File: config.mk
export PLATFORM = sky130hd
export DESIGN_NAME = parking_gate
export DESIGN_NICKNAME = d
export VERILOG_FILES = /design/src/rtl/parking_pkg.sv /design/src/rtl/sensor_debounce.sv /design/src/rtl/parking_gate.sv
export SDC_FILE = /design/constraint.sdc
export NUM_CORES = 1
export LEC_CHECK = 0
export BUFFER_PORTS_ARGS = -buffer_cell sky130_fd_sc_hd__buf_2
export CORE_MARGIN = 2
export CORE_UTILIZATION = 50
export CTS_CLUSTER_SIZE = 14
export DETAILED_ROUTE_END_ITERATION = 8
export GPL_ROUTABILITY_DRIVEN = 0
export PLACE_DENSITY = 0.69
export SLEW_MARGIN = 20
export SYNTH_ARGS = -nofsm -noshare
export SYNTH_HDL_FRONTEND = slang
export SYNTH_SLANG_ARGS = --single-unit
File: constraint.sdc
create_clock -name clock -period 2.7 [get_ports clock]
set_input_delay 0 -clock clock [delete_from_list [all_inputs] [get_ports clock]]
set_output_delay 0 -clock clock [all_outputs]
set_load 0.02 [all_outputs]
File: src/rtl/parking_pkg.sv
`default_nettype none
// parking_pkg: shared gate state encoding, car park constants and default lane timing.
package parking_pkg;

  typedef enum logic [2:0] {
    ST_IDLE  = 3'd0,
    ST_CHECK = 3'd1,
    ST_OPEN  = 3'd2,
    ST_PULSE = 3'd3,
    ST_CLOSE = 3'd4,
    ST_DENY  = 3'd5
  } gate_state_e;

  localparam int PARK_CLOCKS_IN_HOUR = 500;
  localparam int PARK_TOTAL_CAPACITY = 700;

  localparam int DEF_DEBOUNCE_CYCLES = 16;
  localparam int DEF_TAG_TIMEOUT     = 1000;
  localparam int DEF_OPEN_TIMEOUT    = 5000;
  localparam int DEF_PULSE_CYCLES    = 4;

  function automatic int max3(input int a, input int b, input int c);
    int m;
    m = (a > b) ? a : b;
    return (m > c) ? m : c;
  endfunction

endpackage
`default_nettype wire

File: src/rtl/sensor_debounce.sv
`default_nettype none
// sensor_debounce: 2-flop synchronizer followed by a consecutive-disagreement debounce counter.
module sensor_debounce #(
  parameter int DEBOUNCE_CYCLES = 16
) (
  input  logic clock,
  input  logic reset,
  input  logic raw_i,
  output logic db_o
);

  localparam int CW = $clog2(DEBOUNCE_CYCLES + 1);
  localparam logic [CW-1:0] CNT_LAST = CW'(DEBOUNCE_CYCLES - 1);

  logic          sync1_q;
  logic          sync2_q;
  logic          db_q;
  logic          db_d;
  logic [CW-1:0] cnt_q;
  logic [CW-1:0] cnt_d;

  // Any sample that agrees with the current output restarts the count.
  always_comb begin
    cnt_d = '0;
    db_d  = db_q;
    if (sync2_q != db_q) begin
      if (cnt_q == CNT_LAST) begin
        db_d = sync2_q;
      end else begin
        cnt_d = cnt_q + 1'b1;
      end
    end
  end

  always_ff @(posedge clock or posedge reset) begin
    if (reset) begin
      sync1_q <= 1'b0;
      sync2_q <= 1'b0;
      cnt_q   <= '0;
      db_q    <= 1'b0;
    end else begin
      sync1_q <= raw_i;
      sync2_q <= sync1_q;
      cnt_q   <= cnt_d;
      db_q    <= db_d;
    end
  end

  assign db_o = db_q;

endmodule
`default_nettype wire

File: src/rtl/parking_gate.sv
`default_nettype none
// parking_gate: lane barrier controller producing the occupancy counter's car pulse and class bit.
module parking_gate
  import parking_pkg::*;
#(
  parameter bit IS_EXIT         = 1'b0,
  parameter int DEBOUNCE_CYCLES = DEF_DEBOUNCE_CYCLES,
  parameter int TAG_TIMEOUT     = DEF_TAG_TIMEOUT,
  parameter int OPEN_TIMEOUT    = DEF_OPEN_TIMEOUT,
  parameter int PULSE_CYCLES    = DEF_PULSE_CYCLES
) (
  input  logic       clock,
  input  logic       reset,
  input  logic       loop_raw,
  input  logic       pass_raw,
  input  logic       tag_valid,
  input  logic       tag_is_uni,
  input  logic       space_uni,
  input  logic       space_free,
  output logic       barrier_open,
  output logic       car_pulse,
  output logic       car_is_uni,
  output logic       denied,
  output logic       timeout_err,
  output logic       tailgate,
  output logic [2:0] state_o
);

  localparam int TMAX = max3(TAG_TIMEOUT, OPEN_TIMEOUT, PULSE_CYCLES);
  localparam int TW   = $clog2(TMAX + 1);
  localparam logic [TW-1:0] TAG_LAST   = TW'(TAG_TIMEOUT - 1);
  localparam logic [TW-1:0] OPEN_LAST  = TW'(OPEN_TIMEOUT - 1);
  localparam logic [TW-1:0] PULSE_LAST = TW'(PULSE_CYCLES - 1);

  logic          loop_db;
  logic          pass_db;
  logic          pass_rise;
  logic          admit;
  logic [TW-1:0] timer_d;

  gate_state_e   state_q;
  logic [TW-1:0] timer_q;
  logic          pass_prev_q;
  logic          barrier_open_q;
  logic          car_pulse_q;
  logic          car_is_uni_q;
  logic          denied_q;
  logic          timeout_err_q;
  logic          tailgate_q;

  sensor_debounce #(.DEBOUNCE_CYCLES(DEBOUNCE_CYCLES)) u_loop_db (
    .clock (clock),
    .reset (reset),
    .raw_i (loop_raw),
    .db_o  (loop_db)
  );

  sensor_debounce #(.DEBOUNCE_CYCLES(DEBOUNCE_CYCLES)) u_pass_db (
    .clock (clock),
    .reset (reset),
    .raw_i (pass_raw),
    .db_o  (pass_db)
  );

  assign pass_rise = pass_db && !pass_prev_q;
  assign admit     = IS_EXIT || (tag_is_uni ? space_uni : space_free);
  assign timer_d   = (timer_q == {TW{1'b1}}) ? timer_q : timer_q + 1'b1;

  // Every transition clears the timer; otherwise it counts up and saturates.
  always_ff @(posedge clock or posedge reset) begin
    if (reset) begin
      state_q        <= ST_IDLE;
      timer_q        <= '0;
      pass_prev_q    <= 1'b0;
      barrier_open_q <= 1'b0;
      car_pulse_q    <= 1'b0;
      car_is_uni_q   <= 1'b0;
      denied_q       <= 1'b0;
      timeout_err_q  <= 1'b0;
      tailgate_q     <= 1'b0;
    end else begin
      pass_prev_q   <= pass_db;
      timeout_err_q <= 1'b0;
      tailgate_q    <= pass_rise && (state_q != ST_OPEN);
      timer_q       <= timer_d;
      case (state_q)
        ST_IDLE: begin
          if (loop_db) begin
            state_q <= ST_CHECK;
            timer_q <= '0;
          end
        end
        ST_CHECK: begin
          if (!loop_db) begin
            state_q <= ST_IDLE;
            timer_q <= '0;
          end else if (tag_valid) begin
            car_is_uni_q <= tag_is_uni;
            timer_q      <= '0;
            if (admit) begin
              state_q        <= ST_OPEN;
              barrier_open_q <= 1'b1;
            end else begin
              state_q  <= ST_DENY;
              denied_q <= 1'b1;
            end
          end else if (timer_q == TAG_LAST) begin
            state_q       <= ST_DENY;
            denied_q      <= 1'b1;
            timeout_err_q <= 1'b1;
            timer_q       <= '0;
          end
        end
        ST_OPEN: begin
          if (pass_rise) begin
            state_q     <= ST_PULSE;
            car_pulse_q <= 1'b1;
            timer_q     <= '0;
          end else if (timer_q == OPEN_LAST) begin
            state_q       <= ST_CLOSE;
            timeout_err_q <= 1'b1;
            timer_q       <= '0;
          end
        end
        ST_PULSE: begin
          if (timer_q == PULSE_LAST) begin
            state_q     <= ST_CLOSE;
            car_pulse_q <= 1'b0;
            timer_q     <= '0;
          end
        end
        ST_CLOSE: begin
          if (!loop_db && !pass_db) begin
            state_q        <= ST_IDLE;
            barrier_open_q <= 1'b0;
            car_is_uni_q   <= 1'b0;
            timer_q        <= '0;
          end
        end
        ST_DENY: begin
          if (!loop_db) begin
            state_q      <= ST_IDLE;
            denied_q     <= 1'b0;
            car_is_uni_q <= 1'b0;
            timer_q      <= '0;
          end
        end
        default: begin
          state_q        <= ST_IDLE;
          barrier_open_q <= 1'b0;
          car_pulse_q    <= 1'b0;
          car_is_uni_q   <= 1'b0;
          denied_q       <= 1'b0;
          timer_q        <= '0;
        end
      endcase
    end
  end

  assign barrier_open = barrier_open_q;
  assign car_pulse    = car_pulse_q;
  assign car_is_uni   = car_is_uni_q;
  assign denied       = denied_q;
  assign timeout_err  = timeout_err_q;
  assign tailgate     = tailgate_q;
  assign state_o      = state_q;

endmodule
`default_nettype wire

## Word-level counts from Yosys, hierarchy flattened

Index checks and enable logic that the tools add are counted.

| cells by class | value |
|---|---|
| bitwise gates (word level) | 4 |
| reduce and logical (&&, ||, !) cells | 18 |
| eq/ne operators | 26 |
| muxes and demuxes | 50 |
| add/sub/neg operators | 3 |

Operators with widths:

| operator | count |
|---|---|
| $mux W13 | 10 |
| $pmux W13 S6 | 1 |
| $mux W3 | 10 |
| $eq A13 B13 Y1 const B | 2 |
| $mux W5 | 4 |
| $mux W1 | 19 |
| $pmux W3 S6 | 1 |
| $reduce_and A5 Y1 | 3 |
| $add A13 B1 Y13 const B | 1 |
| $eq A13 B10 Y1 const B | 1 |
| $eq A13 B2 Y1 const B | 1 |
| $ne A2 B2 Y1 const B | 6 |
| $reduce_or A4 Y1 | 3 |
| $add A5 B1 Y5 const B | 2 |
| $eq A5 B4 Y1 const B | 2 |
| $ne A3 B3 Y1 const B | 3 |
| $pmux W1 S3 | 3 |
| $eq A3 B2 Y1 const B | 2 |
| $eq A3 B3 Y1 const B | 2 |
| $reduce_and A6 Y1 | 1 |
| $ne A2 B1 Y1 const B | 2 |
| $ne A4 B4 Y1 const B | 1 |
| $not A1 Y1 | 4 |
| $pmux W1 S4 | 1 |
| 10 further kinds | 16 |

| word-level totals | value |
|---|---|
| input bits | 8 |
| register bits after elaboration | 39 |
| output and inout port bits | 9 |
| logic and storage cells | 118 |

## Logic depth before layout (Yosys ltp)

Gate-level depths: netlist of the first run.

| logic depth | value |
|---|---|
| depth in word-level cells | 6 |
| mapped depth | 7 |
| mapped depth without buffers | 6 |

## Cells and area by module

From an unflattened synthesis of the first run, not the netlist that was laid out.

| unflattened totals | value |
|---|---|
| cells, all modules | 197 |
| area total of the unflattened synthesis | 1,993.2 µm² |

By module, submodules not included:

| module | cells each | sequential area each (µm²) | times used | area each (µm²) |
|---|---|---|---|---|
| parking_gate | 149 | 575.6 | 1 | 1,377.6 |
| sensor_debounce | 24 | 200.2 | 2 | 307.8 |

## Worst setup path after synthesis of the first run

Ideal clock, no wire load.

| path | value |
|---|---|
| path type | register to register |
| start point | register timer_q[3] |
| end point | register state_q[0] (netlist: state_o[0]) |
| stages on the path, launching flop included | 6 |
| arrival time | 2.100 ns |
| path buffers | 0 |
| setup time | 0.125 ns |
| setup slack | 0.475 ns |
| period minus slack after synthesis | 2.225 ns |
| required time | 2.575 ns |
| cells stage by stage | dfrtp_1 -> or4_4 -> nor4_4 -> o22ai_1 -> a311oi_4 -> mux2_2 |

| on the way | value |
|---|---|
| longest elaborated chain between the ends | 3 |
| elaborated cells on any way between the ends | 7 |
| classes of those cells | 6 x eq/ne; 1 x reduce/logical |

RTL lines:

| what | RTL line | source |
|---|---|---|
| start: declaration | parking_gate.sv:42 | `logic [TW-1:0] timer_q;` |
| start signal: assignment | parking_gate.sv:85 | `timer_q <= timer_d;` |
| $eq A13 B10 Y1, or another cell as far along | parking_gate.sv:107 | `end else if (timer_q == TAG_LAST) begin` |
| $ne A4 B4 Y1 (no line), or another cell as far along | n/a |  |
| $reduce_and A6 Y1 (no line) * | n/a |  |
| end signal: assignment | parking_gate.sv:104 | `state_q <= ST_DENY;` |
| end signal: assignment | parking_gate.sv:108 | `state_q <= ST_DENY;` |
| end signal: assignment | parking_gate.sv:116 | `state_q <= ST_PULSE;` |
| end: declaration | parking_gate.sv:41 | `gate_state_e state_q;` |

Mark *: on every way between the ends. The rest lies on a longest branch, timed or not.
A chain may end at the register's enable or synchronous reset.

## Final worst setup path of the first run

| path | value |
|---|---|
| start point | register timer_q[3] |
| end point | register state_q[2] (netlist: state_o[2]) |

The elaborated chain is that of the path after synthesis.

==> results of run 1 <==
==> how the worst max path moves through the flow <==
stage / start / end / slack, ns / depth (start not counted)
6_report: timer_q[3] / state_o[2] / 0.38 / 5
5_1_grt: timer_q[3] / state_o[2] / 0.33 / 5
4_1_cts: timer_q[3] / state_o[2] / 0.38 / 5
3_5_place_dp: timer_q[3] / state_o[2] / 0.41 / 5
3_3_place_gp: timer_q[3] / state_o[2] / 0.49 / 5
2_1_floorplan: timer_q[3] / state_o[0] / 0.48 / 5
==> power by group <==
group	internal, mW	switching (mW)
sequential	0.626	0.0545
combinational	0.118	0.154
clock	0.275	0.204
==> cell families after synthesis <==
logic type	count (synthesis)
AND/OR/NAND/NOR	80
adder cells (fa/ha/maj)	3
AO/OA/AOI/OAI	41
multiplexers	3
buffers and inverters	16
XOR/XNOR	13
flip-flops	39
==> area by class of cell <==
type	instances	area, sq um	share of cell area, %
Sequential cell	39	975.9	43.77
Clock buffer	5	68.82	3.086
Inverter	8	30.03	1.347
Tap cell	48	60.06	2.694
Clock inverter	3	43.79	1.964
Timing Repair Buffer	22	135.1	6.061
Multi-Input combinational cell	140	915.9	41.08
==> layer usage <==
layer	share of wire [%]	track usage (%)	vias up
met3	4.2	5.068	5
li1	-	-	742
met1	44	21.51	704
met5	0	0	-
met2	50	32.63	30
met4	1.8	8.929	0
==> sequential cells by signal, summed over array words and instances (netlist names) <==
signal and count:
timer_q 13, u_loop_db.cnt_q 5, u_pass_db.cnt_q 5, state_o 3, barrier_open 1, car_is_uni 1, car_pulse 1, denied 1
pass_prev_q 1, tailgate 1, timeout_err 1, u_loop_db.db_o 1, u_loop_db.sync1_q 1, u_loop_db.sync2_q 1, u_pass_db.db_o 1, u_pass_db.sync1_q 1
u_pass_db.sync2_q 1
==> through the flow <==
| step | utilization, % | hold WS [ns] | worst slack (ns) | std cells | instance area, sq um |
|---|---|---|---|---|---|
| 3_3_place_gp | 55.89 | 0.1076 | 0.4901 | 253 | 2077 |
| 4_1_cts | 60.00 | 0.1617 | 0.3818 | 265 | 2230 |
| 6_report | 60.00 | 0.1617 | 0.3776 | 265 | 2230 |
| 5_1_grt | 60.00 | 0.1831 | 0.3252 | 265 | 2230 |
| 3_5_place_dp | 55.89 | 0.1098 | 0.4067 | 253 | 2077 |
| 2_1_floorplan | - | 0.03143 | 0.4752 | 195 | 1956 |
==> what timing repair did <==
action / CTS / global route
hold buffers: 4 / 0
hold endpoints to repair: 42 / 0
endpoints found under the setup margin: 0 / 0
==> worst max-delay path: stages, from the launching register on <==
cell and delay [ns]:
dfrtp_1 0.43, or4_4 0.60, nor4_4 0.32, o22ai_1 0.15
a311oi_4 0.32, mux2_2 0.38
==> cell usage in the layout, fill, tap and decap left out, types with 3 or more instances in the layout <==
cell            n
nor2b_1         4
inv_1           8
nand2b_1        3
and2_1          4
nand4_1         4
nor2_1         22
nand3_1        10
o211ai_1        3
buf_2          16
nor3_1          3
dfrtp_1        39
ha_1            3
mux2_2          3
clkbuf_8        5
and3_1          3
o21ai_0        10
nand2_1        15
xor2_1         11
dlygate4sd3_1   4
a21oi_1         8
==> impl_metrics.env, run 1 <==
export IMPL_drtPass1Iterations=4
export IMPL_ys_types=46
export IMPL_slew_headroom_pct=52.64
export IMPL_antenna_left=0
export IMPL_grt_setup_unrepaired="false"
export IMPL_ys_seq_area_share_pct=49.90
export IMPL_synth_commonest_cells="dfrtp_1, nor2_1, nand2_1"
export IMPL_die_area_sq_um=4428
export IMPL_syn_area_sq_um=1956
export IMPL_dieWidth_microns=66.54
export IMPL_cp_max_fo=5
export IMPL_hold_violations=0
export IMPL_drt_wl_total_microns=3603
export IMPL_synth_edf_count=0
export IMPL_vias_per_cell=5.589
export IMPL_core_area_sq_um=3716
export IMPL_clkTransAtPathRegs_ns=0.08
export IMPL_worst_ep_arrival_time_ns=2.50
export IMPL_synth_top_family_by_area="simple AND/OR/NAND/NOR gates"
export IMPL_avgSynthCellArea_sq_um=10.03
export IMPL_period_minus_slack_ns=2.322
export IMPL_drcViolationCount=0
export IMPL_timing_rr_end="state_o[2]"
export IMPL_max_vdd_ir_drop_mv=0.2518
export IMPL_ys_async_sr_fraction_pct=100.0
export IMPL_final_setup_viol_count=0
export IMPL_cts_htree_levels=2
export IMPL_grt_pass1_vias=1449
export IMPL_synth_ff_type="dfrtp_1"
export IMPL_drv_cap=0
export IMPL_ys_ff_latch=39
export IMPL_overflow=0
export IMPL_reg2regPathDepth=5
export IMPL_io_pins=17
export IMPL_status="finished clean"
export IMPL_fin_worst_skew_ns=0.006296
export IMPL_die_height_microns=66.54
export IMPL_synth_largest_area_cell="dfrtp_1"
export IMPL_ctsResizeCount=0
export IMPL_p_leak_nw=0.9916
export IMPL_grt_usage_pct=18.87
export IMPL_min_to="denied"
export IMPL_postCtsSetupBuffers=0
export IMPL_antenna_found_initial=0
export IMPL_grt_pass1_wl_microns=6196
export IMPL_fmax_ghz=0.4306
export IMPL_place_hpwl_microns=2615
export IMPL_drt_wirelength_per_cell_microns=13.60
export IMPL_nets=227
export IMPL_drive_gt1_share_pct=17.05
export IMPL_r2r_start="timer_q[3]"
export IMPL_hold_class="primary input to flop"
export IMPL_synthAdderAreaFrac_pct=1.919
export IMPL_nFillCells=317
export IMPL_numCtsBuffers=5
export IMPL_powerDensity_nw_per_um2=642.1
export IMPL_area_delta_synth_final_pct=14.01
export IMPL_crit_required_ns=2.88
export IMPL_grt_max_degree=40
export IMPL_syn_num_nets=206
export IMPL_clock_sinks=39
export IMPL_root_buffer="clkbuf_8"
export IMPL_worstHoldStart="tag_valid"
export IMPL_synth_top_cell_area_share_pct=49.90
export IMPL_num_rows=22
export IMPL_insertion_delay_ns=0.29
export IMPL_yosys_warnings=0
export IMPL_r2r_setup_slack_ns=0.38
export IMPL_power_mw=1.432
export IMPL_fin_crit_sh_pct=86.02
export IMPL_synth_compound_area_share_pct=15.04
export IMPL_start_util_pct=52.63
export IMPL_clockBufferDepth=2
export IMPL_crit_path_end_kind="flop"
export IMPL_worst_pin_slew_ns=0.7050
export IMPL_drv_slew=0
export IMPL_drt_iter0_markers=54
export IMPL_cp_start_kind="flop"
export IMPL_critPathKind="flop to flop"
export IMPL_synth_area_leaders="dfrtp_1, xor2_1, nor2_1"
export IMPL_vias=1481
export IMPL_synthMuxAreaShare_pct=1.727
export IMPL_io_buffers=16
export IMPL_synth_cells=195
export IMPL_tns_ns=0
export IMPL_cts_tree="done"
export IMPL_yosysMostFrequentCell="dfrtp_1"
export IMPL_diodes=0
export IMPL_yosys_area_share_simple_pct=22.33
export IMPL_hold_depth=4
export IMPL_synth_xor_area_share_pct=5.822
Note: power is estimated with default switching activity, not from simulation.
==> inputs of run 2 (changes only) <==
Settings changed: ABC_AREA set to 1.
==> run 2 against run 1 <==
Compared with the run above: worst setup slack improved by 0.62 ns; critical path depth up 5; core utilization rose by 0.16 points; global-route usage up 0.24 points; fmax increased by 36%; design area is 1.0% higher; register-to-register slack better by 0.62 ns; wire length grew 2.7%; sequential share of layout area shrank 0.44 points; combinational power grew 120%; sequential power increased by 6.6%.
==> impl_metrics.env, run 2 <==
export IMPL_status="finished clean"
export IMPL_largest_register_ffs=13
export IMPL_area_delta_synth_final_pct=13.28
export IMPL_grt_pass1_wl_microns=6375
export IMPL_internal_power_mw=1.035
export IMPL_place_hpwl_microns=2766
export IMPL_cp_max_fo=15
export IMPL_die_height_microns=67.06
export IMPL_largest_register="timer_q"
export IMPL_drive_gt1_share_pct=14.84
export IMPL_ys_ff_latch=39
export IMPL_fin_worst_skew_ns=0.003255
export IMPL_p_clk_share_pct=23.4
export IMPL_avgSynthCellArea_sq_um=7.766
export IMPL_yosysMostFrequentCell="nand2_1"
export IMPL_timing_rr_end="timer_q[3]"
export IMPL_r2r_setup_slack_ns=1.0
export IMPL_cts_htree_levels=2
export IMPL_worst_pin_slew_ns=0.4734
export IMPL_reg_largest_list="timer_q (13), u_loop_db.cnt_q (5), u_pass_db.cnt_q (5)"
export IMPL_reg2regPathDepth=10
export IMPL_drv_slew=0
export IMPL_fin_crit_sh_pct=63.12
export IMPL_grt_usage_pct=19.10
export IMPL_synth_largest_area_cell="dfrtp_1"
export IMPL_core_area_sq_um=3744
export IMPL_layout_common_cells="nand2_1, nor2_1, dfrtp_1"
export IMPL_antenna_found_initial=0
export IMPL_min_to="timeout_err"
export IMPL_hold_violations=0
export IMPL_tns_ns=0
export IMPL_synth_cells=256
export IMPL_synth_top_cell_area_share_pct=49.09
export IMPL_drt_wirelength_per_cell_microns=11.18
export IMPL_nFillCells=340
export IMPL_overflow=0
export IMPL_critPathKind="flop to flop"
export IMPL_fmax_ghz=0.5868
export IMPL_cts_hold_buf=4
export IMPL_drt_iter0_markers=137
export IMPL_final_common_cell="nand2_1"
export IMPL_synth_commonest_cells="nand2_1, nor2_1, dfrtp_1"
export IMPL_nets=293
export IMPL_root_buffer="clkbuf_8"
export IMPL_max_vdd_ir_drop_mv=0.3613
export IMPL_crit_required_ns=2.87
export IMPL_syn_num_nets=267
export IMPL_p_sw_share_pct=39.68
export IMPL_cts_tree="done"
export IMPL_drcViolationCount=0
export IMPL_io_buffers=16
export IMPL_start_util_pct=53.11
export IMPL_period_minus_slack_ns=1.704
export IMPL_drt_wl_total_microns=3700
export IMPL_final_setup_viol_count=0
export IMPL_grt_setup_unrepaired="false"
export IMPL_cp_start_kind="flop"
export IMPL_insertion_delay_ns=0.29
export IMPL_ys_types=22
export IMPL_hold_class="primary input to flop"
export IMPL_grt_max_degree=40
export IMPL_num_rows=22
export IMPL_power_switching_uw=680.5
export IMPL_ys_async_sr_fraction_pct=100.0
export IMPL_pwr_share_seq_pct=42.3
export IMPL_synth_area_leaders="dfrtp_1, nand2_1, nor2_1"
export IMPL_dieWidth_microns=67.06
export IMPL_hold_depth=4
export IMPL_drv_cap=0
export IMPL_clkTransAtPathRegs_ns=0.08
export IMPL_slew_headroom_pct=68.44
export IMPL_grt_pass1_vias=1492
export IMPL_vias_per_cell=5.051
export IMPL_diodes=0
export IMPL_vias=1672
export IMPL_synth_edf_count=0
export IMPL_worstHoldStart="tag_valid"
export IMPL_worst_ep_arrival_time_ns=1.87
export IMPL_numCtsBuffers=5
export IMPL_syn_area_sq_um=1988
export IMPL_powerDensity_nw_per_um2=761.5
export IMPL_ctsResizeCount=0
export IMPL_ys_seq_area_share_pct=49.09
export IMPL_yosys_warnings=0
export IMPL_antenna_left=0
export IMPL_pwr_share_comb_pct=34.4
export IMPL_synth_ff_type="dfrtp_1"
export IMPL_final_util_pct=60.16
export IMPL_io_pins=17
export IMPL_drtPass1Iterations=4
export IMPL_p_leak_nw=1.147
export IMPL_crit_path_end_kind="flop"
export IMPL_clock_sinks=39
export IMPL_die_area_sq_um=4497
export IMPL_clockBufferDepth=2
export IMPL_postCtsSetupBuffers=0
export IMPL_r2r_start="timer_q[1]"
==> run 2: cell types whose count changed in the layout (fill, tap and decap cells not counted), moves of 4 or more <==
cell     change
inv_1       +17
nand2_1     +44
nand3_1     +16
nor2b_1      -4
xor2_1       -6
nor2_1      +25
nand2_2      +5
inv_2        +5
and2_1       -4
==> run 2: worst max-delay path by stage <==
| stage | depth (start not counted) | startpoint | to | slack (ns) |
|---|---|---|---|---|
| floorplan | 11 | timer_q[1] | timer_q[3] | 1.20 |
| global placement | 11 | timer_q[1] | state_o[2] | 1.05 |
| detailed placement | 10 | timer_q[1] | timer_q[11] | 0.99 |
| CTS | 11 | timer_q[1] | state_o[2] | 0.98 |
| global route | 11 | timer_q[1] | state_o[2] | 0.78 |
| finish | 10 | timer_q[1] | timer_q[3] | 1.0 |
==> run 2: routing by layer <==
layer | vias to the layer above | wire length [microns] | GRT usage [%] | share of wire (%)
met5 | - | 0 | 0 | 0
met4 | 0 | 94 | 8.673 | 2.5
met3 | 10 | 172 | 5.068 | 4.6
met2 | 44 | 1659 | 30.07 | 45
met1 | 751 | 1773 | 24.41 | 48
li1 | 867 | - | - | -
==> run 2: cell families after synthesis <==
| logic type | synth area share [%] |
|---|---|
| flip-flops | 49.09 |
| AO/OA/AOI/OAI | 5.916 |
| XOR/XNOR | 3.084 |
| AND/OR/NAND/NOR | 33.54 |
| buffers and inverters | 6.482 |
| adder cells (fa/ha/maj) | 1.888 |
==> run 2: final cells by class <==
cell class / count / area [sq um] / area share [%]
Sequential cell: 39 / 975.9 / 43.33
Timing Repair Buffer: 21 / 127.6 / 5.667
Clock buffer: 5 / 68.82 / 3.056
Inverter: 30 / 112.6 / 5.000
Tap cell: 48 / 60.06 / 2.667
Multi-Input combinational cell: 185 / 883.3 / 39.22
Clock inverter: 3 / 23.77 / 1.056
==> run 2: power by group through the flow <==
stage | Sequential, mW | Clock (mW) | Combinational (mW)
detailed placement | 0.737 | 0 | 0.594
global placement | 0.734 | 0 | 0.590
global route | 0.736 | 0.442 | 0.690
finish | 0.725 | 0.401 | 0.589
floorplan | 0.777 | 0 | 0.436
CTS | 0.725 | 0.416 | 0.601
==> run 2: critical path: stages (launching register included) <==
cell and delay [ns]:
dfrtp_1 0.36, ha_1 0.23, nand2_1 0.10, inv_1 0.10, nand2_2 0.06, nor2_4 0.09, nand2_1 0.07, nand2_1 0.08
nand2_2 0.07, nor2_4 0.31, nor2_1 0.10
==> run 2: through the flow <==
step                      cell area (sq um)  setup WS, ns  instances  hold slack, ns  power (mW)
after floorplan                        1988         1.198        256         0.03143       1.213
after global placement                 2120         1.049        319          0.1080       1.324
after detailed placement               2120        0.9946        319          0.1105       1.331
after CTS                              2252        0.9806        331         0.05742       1.742
after global routing                   2252        0.7762        331          0.1121       1.868
final                                  2252        0.9958        331         0.06239       1.715
